$ cat config.mk
export PLATFORM = sky130hd
export DESIGN_NAME = multicycle_control_unit
export DESIGN_NICKNAME = d
export VERILOG_FILES = /design/src/rtl/multicycle_control_unit.sv
export SDC_FILE = /design/constraint.sdc
export NUM_CORES = 1
export LEC_CHECK = 0
export CAP_MARGIN = 20
export CORE_MARGIN = 2
export CORE_UTILIZATION = 44
export DETAILED_ROUTE_END_ITERATION = 10
export PLACE_DENSITY = 0.85
export SYNTH_ARGS = -nofsm -noshare
export SYNTH_HDL_FRONTEND = slang
export SYNTH_SLANG_ARGS = --single-unit
$ cat constraint.sdc
create_clock -name clk -period 3 [get_ports clk]
set_input_delay 0.45 -clock clk [delete_from_list [all_inputs] [get_ports clk]]
set_output_delay 0.45 -clock clk [all_outputs]
set_load 0.005 [all_outputs]
$ cat src/rtl/multicycle_control_unit.sv
// =============================================================================
// Module      : multicycle_control_unit
// Description : Multi-cycle CPU control unit. Handles instruction fetch,
//               decode, execute, RAM access and write-back sequencing.
//               Define CU_RETIRE_CNT_EN to build the retired-instruction counter.
// Revision    : 1.0 - initial release
// =============================================================================
`default_nettype none

module multicycle_control_unit #(
    parameter int INSTR_W = 16,
    parameter int OPC_W   = 4,
    parameter int REG_AW  = 2,
    parameter int ADDR_W  = 8,
    parameter int CNT_W   = 16
) (
    input  logic               clk,
    input  logic               rst_n,
    input  logic               start,
    output logic               instr_req,
    output logic [ADDR_W-1:0]  instr_addr,
    input  logic               instr_valid,
    input  logic [INSTR_W-1:0] instr_data,
    input  logic               zero_flag,
    output logic [OPC_W-1:0]   alu_code,
    output logic               alu_en,
    output logic [REG_AW-1:0]  reg1,
    output logic [REG_AW-1:0]  reg2,
    output logic               reg_read,
    output logic               reg_write,
    output logic               mem_req,
    output logic               mem_we,
    output logic [ADDR_W-1:0]  mem_addr,
    input  logic               mem_ready,
    output logic [ADDR_W-1:0]  pc,
    output logic               halted,
    output logic               illegal,
    output logic [CNT_W-1:0]   retire_cnt
);

    typedef enum logic [2:0] {
        S_IDLE   = 3'd0,
        S_FETCH  = 3'd1,
        S_DECODE = 3'd2,
        S_EXEC   = 3'd3,
        S_MEM    = 3'd4,
        S_WB     = 3'd5,
        S_HALT   = 3'd6
    } state_t;

    localparam logic [OPC_W-1:0] c_OP_ALU_MAX = OPC_W'(7);
    localparam logic [OPC_W-1:0] c_OP_JMP     = OPC_W'(8);
    localparam logic [OPC_W-1:0] c_OP_JZ      = OPC_W'(9);
    localparam logic [OPC_W-1:0] c_OP_LOAD    = OPC_W'(10);
    localparam logic [OPC_W-1:0] c_OP_STORE   = OPC_W'(11);
    localparam logic [OPC_W-1:0] c_OP_NOP     = OPC_W'(12);
    localparam logic [OPC_W-1:0] c_OP_ILL0    = OPC_W'(13);
    localparam logic [OPC_W-1:0] c_OP_ILL1    = OPC_W'(14);
    localparam logic [OPC_W-1:0] c_OP_HALT    = OPC_W'(15);

    state_t              r_state;
    state_t              w_next_state;
    logic [INSTR_W-1:0]  r_ir;
    logic [ADDR_W-1:0]   r_pc;
    logic [ADDR_W-1:0]   w_pc_next;

    logic [OPC_W-1:0]    w_opc;
    logic [ADDR_W-1:0]   w_addr;
    logic                w_is_alu;
    logic                w_is_store;

    // Instruction fields are driven straight from the IR at all times
    assign w_opc      = r_ir[INSTR_W-1 -: OPC_W];
    assign w_addr     = r_ir[ADDR_W-1:0];
    assign w_is_alu   = (w_opc <= c_OP_ALU_MAX);
    assign w_is_store = (w_opc == c_OP_STORE);

    assign alu_code   = w_opc;
    assign reg1       = r_ir[INSTR_W-OPC_W-1 -: REG_AW];
    assign reg2       = r_ir[INSTR_W-OPC_W-REG_AW-1 -: REG_AW];
    assign mem_addr   = w_addr;
    assign pc         = r_pc;
    assign instr_addr = r_pc;

    always_ff @(posedge clk or negedge rst_n) begin
        if (!rst_n) begin
            r_state <= S_IDLE;
            r_ir    <= '0;
            r_pc    <= '0;
        end else begin
            r_state <= w_next_state;
            r_pc    <= w_pc_next;
            if (r_state == S_FETCH && instr_valid) begin
                r_ir <= instr_data;
            end
        end
    end

    always_comb begin
        w_next_state = r_state;
        w_pc_next    = r_pc;
        instr_req    = 1'b0;
        alu_en       = 1'b0;
        reg_read     = 1'b0;
        reg_write    = 1'b0;
        mem_req      = 1'b0;
        mem_we       = 1'b0;
        halted       = 1'b0;
        illegal      = 1'b0;

        case (r_state)
            S_IDLE: begin
                if (start) begin
                    w_next_state = S_FETCH;
                end
            end
            S_FETCH: begin
                instr_req = 1'b1;
                if (instr_valid) begin
                    w_next_state = S_DECODE;
                    w_pc_next    = r_pc + ADDR_W'(1);
                end
            end
            S_DECODE: begin
                if (w_opc == c_OP_HALT) begin
                    w_next_state = S_HALT;
                end else if (w_opc == c_OP_ILL0 || w_opc == c_OP_ILL1) begin
                    illegal      = 1'b1;
                    w_next_state = S_FETCH;
                end else if (w_opc == c_OP_NOP) begin
                    w_next_state = S_FETCH;
                end else begin
                    w_next_state = S_EXEC;
                end
            end
            S_EXEC: begin
                if (w_is_alu) begin
                    alu_en       = 1'b1;
                    reg_read     = 1'b1;
                    w_next_state = S_WB;
                end else if (w_opc == c_OP_JMP) begin
                    w_pc_next    = w_addr;
                    w_next_state = S_FETCH;
                end else if (w_opc == c_OP_JZ) begin
                    if (zero_flag) begin
                        w_pc_next = w_addr;
                    end
                    w_next_state = S_FETCH;
                end else if (w_opc == c_OP_LOAD) begin
                    w_next_state = S_MEM;
                end else if (w_is_store) begin
                    reg_read     = 1'b1;
                    w_next_state = S_MEM;
                end else begin
                    w_next_state = S_FETCH;
                end
            end
            S_MEM: begin
                mem_req  = 1'b1;
                mem_we   = w_is_store;
                reg_read = w_is_store;
                if (mem_ready) begin
                    w_next_state = w_is_store ? S_FETCH : S_WB;
                end
            end
            S_WB: begin
                reg_write    = 1'b1;
                w_next_state = S_FETCH;
            end
            S_HALT: begin
                halted = 1'b1;
            end
            default: begin
                w_next_state = S_IDLE;
            end
        endcase
    end

`ifdef CU_RETIRE_CNT_EN
    logic             w_retire;
    logic [CNT_W-1:0] r_retire_cnt;

    // An instruction retires whenever a working state hands back to FETCH or HALT
    assign w_retire = (r_state == S_DECODE || r_state == S_EXEC ||
                       r_state == S_MEM    || r_state == S_WB) &&
                      (w_next_state == S_FETCH || w_next_state == S_HALT);

    always_ff @(posedge clk or negedge rst_n) begin
        if (!rst_n) begin
            r_retire_cnt <= '0;
        end else if (w_retire) begin
            r_retire_cnt <= r_retire_cnt + CNT_W'(1);
        end
    end

    assign retire_cnt = r_retire_cnt;
`else
    assign retire_cnt = '0;
`endif

endmodule

`default_nettype wire

==> results of run 1 <==
[synth_stat cells, types with 2 or more instances]
cell / instances / share of area (%)
nand2_1: 11 / 2.5
dfrtp_1: 27 / 40
mux2_2: 18 / 12
nand2b_1: 2 / 0.75
nor3_1: 2 / 0.60
inv_1: 2 / 0.45
mux2i_1: 2 / 1.2
nor3b_1: 4 / 1.8
clkbuf_1: 2 / 0.45
a2bb2oi_1: 3 / 1.6
nand3_1: 3 / 0.89
buf_2: 5 / 1.5
nand4_1: 2 / 0.75
o21ai_0: 4 / 1.2
and2_1: 2 / 0.75
a211oi_1: 6 / 2.7
o31ai_1: 2 / 0.89
and3_1: 2 / 0.75
nor2_1: 8 / 1.8
buf_4: 24 / 11
a21oi_1: 3 / 0.89
[metal layers]
layer / wire length, um / GRT usage (%) / up-vias / part of all wire, %
li1: - / - / 648 / -
met1: 1535 / 23.44 / 649 / 43
met2: 1641 / 27.15 / 60 / 46
met3: 317 / 4.089 / 5 / 8.9
met4: 49 / 6.250 / 0 / 1.4
met5: 0 / 0 / - / 0
[area by class of cell]
class / count / area, um2 / share of cell area [%]
inverter: 2 / 7.507 / 0.3359
multi-input combinational: 116 / 824.5 / 36.90
tap: 48 / 60.06 / 2.688
clock buffer: 3 / 41.29 / 1.848
clock inverter: 1 / 7.507 / 0.3359
sequential: 27 / 675.6 / 30.24
timing repair buffer: 62 / 618.1 / 27.66
[metrics by stage]
step                area (um2)  util [%]  std cells
CTS                       2235     61.04        259
global route              2235     61.04        259
detailed placement        2186     59.71        255
finish                    2235     61.04        259
floorplan                 1735         -        178
global placement          2186     59.71        255
[logic make-up (layout without fill, tap and decap cells)]
family	count (synthesis)	in the layout	synth area share, %
simple gates	47	47	16.39
buf+inv	35	68	14.01
compound gates	30	30	13.71
flops	27	27	40.24
mux	21	21	14.16
fa+ha+maj	1	1	0.7450
other cells	1	16	0.2233
xor+xnor	1	1	0.5217
[how the worst max path moves through the flow]
stage | from | end | slack [ns]
floorplan | zero_flag | instr_addr[1] | 1.40
global placement | r_state[1] | reg_read | 0.71
detailed placement | r_state[2] | reg_read | 0.67
CTS | r_state[2] | reg_read | 0.36
global route | r_state[1] | reg_read | 0.22
finish | r_state[1] | reg_read | 0.33
[cell usage in the layout (no fill, tap or decap), drive strengths merged, types with 2 or more instances in the layout]
cell type      Yosys  layout
a21oi              4       4
nand4              2       2
inv                2       2
a211oi             6       6
a2bb2oi            3       3
and3               2       2
nor3               2       2
and2               2       2
nand3              3       3
conb               1      16
o31ai              2       2
nor2               8       8
nand2b             3       3
clkbuf             2       3
mux2              19      19
nand2             11      11
nor3b              4       4
clkdlybuf4s50      0      61
o21ai              4       4
mux2i              2       2
dfrtp             27      27
[power by group through the flow]
stage                     combinational, mW  clock, mW  sequential [mW]
after CTS                              1.19      0.219            0.791
final                                  1.18      0.214            0.790
after floorplan                       0.744          0            0.717
after global routing                   1.28      0.235            0.829
after detailed placement               1.18          0            0.798
after global placement                 1.17          0            0.789
[sequential cells by signal (all words and copies together), names as in the netlist]
signal,flops
r_ir,16
instr_addr,8
r_state,3
[worst max-delay path: stages (launching register included)]
cell             delay (ns)
dfrtp_1                0.59
and3b_1                0.60
nor2_1                 0.08
o22ai_1                0.14
clkdlybuf4s50_1        0.54
==> metrics.md, run 1 <==
| Metric | Value |
|---|---|
| Sw frac | 36.31% |
| H-tree depth | 1 |
| CTS Hold Bufs | 0 |
| Hold path start | r_ir[8] |
| Num CTS Buffers | 3 |
| Most used flip-flop cell after synthesis | dfrtp_1 |
| Endpoints failing setup | 0 |
| Worst-Skew Late Latency | 0.28 ns |
| Setup Skew | ~0.0017 ns |
| Worst VDD drop | slightly below 0.7 mV |
| Final Slew Violations | 0 |
| Unrepaired setup endpoints after global routing | false |
| Crit path time final | about 2.7 ns |
| CTS sink cnt | 27 |
| Initial antenna violation count | 0 |
| DPL Wire Length | 2642 um |
| Layout area overhead | 33.08% |
| Sequential fraction of the synthesis area | approximately two fifths |
| Layout cells sized above 1 | between 10 and 15% |
| Synthesized area per cell | 10.30 um2 |
| Async SR Flop Fraction | between 90% and 100% |
| Post-DRT Antenna Nets | 0 |
| Gate Count Post-Synth | between 150 and 200 |
| Clock power share | 9.8% |
| Comb pwr share | between 50% and 60% |
| Sw power | roughly 0.8 mW |
| Hold Crit Class | reg2reg |
| Fin crit share | between 80% and 90% |
| Synth unique cells | 50 |
| Final Hold Violating Endpoints | 0 |
| Max Cap Violations | 0 |
| TritonCTS clock tree | yes |
| Post-CTS setup buffers | 0 |
| All-Layer GR Usage | between 10% and 20% |
| P_int | roughly 1.4 mW |
| Final Net Count | between 200 and 250 |
| Leak | 0.8899 nW |
| Die H | between 60 and 70 um |
| Die X | ~66 um |
| Setup WS pre-CTS | ~0.67 ns |
| Core Footprint | around 0.0037 mm2 |
| Worst reg2reg path endpoint | instr_addr[5] |
| Maximum buffer depth of the clock tree | 2 |
| Rows | 22 |
| # fillers | ~300 |
| Reg-to-reg startpoint | r_state[1] |
| First DRT Iteration DRCs | 53 |
| CP required | 2.55 ns |
| Routability Congestion | about 0.88 |
| 1st-pass router iterations | 4 |
| Worst setup EP type | output port |
| Vias in the first global route | between 1000 and 1500 |
| Status | finished, final reports clean |
| Power per standard cell area | around 980 mW/mm2 |
| Clock transition at path regs | about 0.09 ns |
| Detailed-route DRC error count | 0 |
| Ant diodes | 0 |
| Reg2reg setup slack | about 1.2 ns |
| Pwr Total | 2.183 mW |
| Clock root buffer | clkbuf_8 |
| Post-synth EDFFs | 0 |
| Slew @ Worst Pin | between 0.5 and 0.6 ns |
| Total gr overflow | 0 |
| Cell Area, Synth | between 0.0015 and 0.002 mm2 |
| Setup TNS | 0 ns |
| CP Class | reg2out |
| PostCTS Resize Cnt | 0 |
| Hold Crit Depth | 1 |
| Worst setup SP type | flip-flop |
| Total wire length | ~3500 um |
| I/O Pins | 78 |
| Flop pwr share | approximately 36% |
| Hold Path Sink | r_ir[8] |
| Initial Utilization | between 40% and 50% |
| Highest clock rate | 374.2 MHz |
| Port Buffers | 61 |
| Slew Limit Headroom | 61.86% |
| Worst hold margin | between 0.5 and 0.6 ns |
| Final worst slack | between 0.3 and 0.4 ns |
| Worst Reg-to-Reg Cells | 4 |
| Max FO, Critical Path | 14 |
| FF+latch count, synth | 27 |
| Largest net degree at the start of global routing | 28 |
| Wire length of the first global-routing pass | between 5000 and 6000 um |
| Vias | about 1400 |
| DR WL/cell | between 10 and 15 um |
| Vias per inst | approximately 5.3 |
| Syn. warnings | 0 |
| Worst Path Arrival | 2.22 ns |
| Total die area | approximately 0.0043 mm2 |
(Power assumes the default switching activity.)
==> run 2: changes to the inputs <==
CTS_CLUSTER_SIZE = 16   (was not set)
==> results of run 2 <==
Final layout, timing and power as in run 1 (identical DEF).
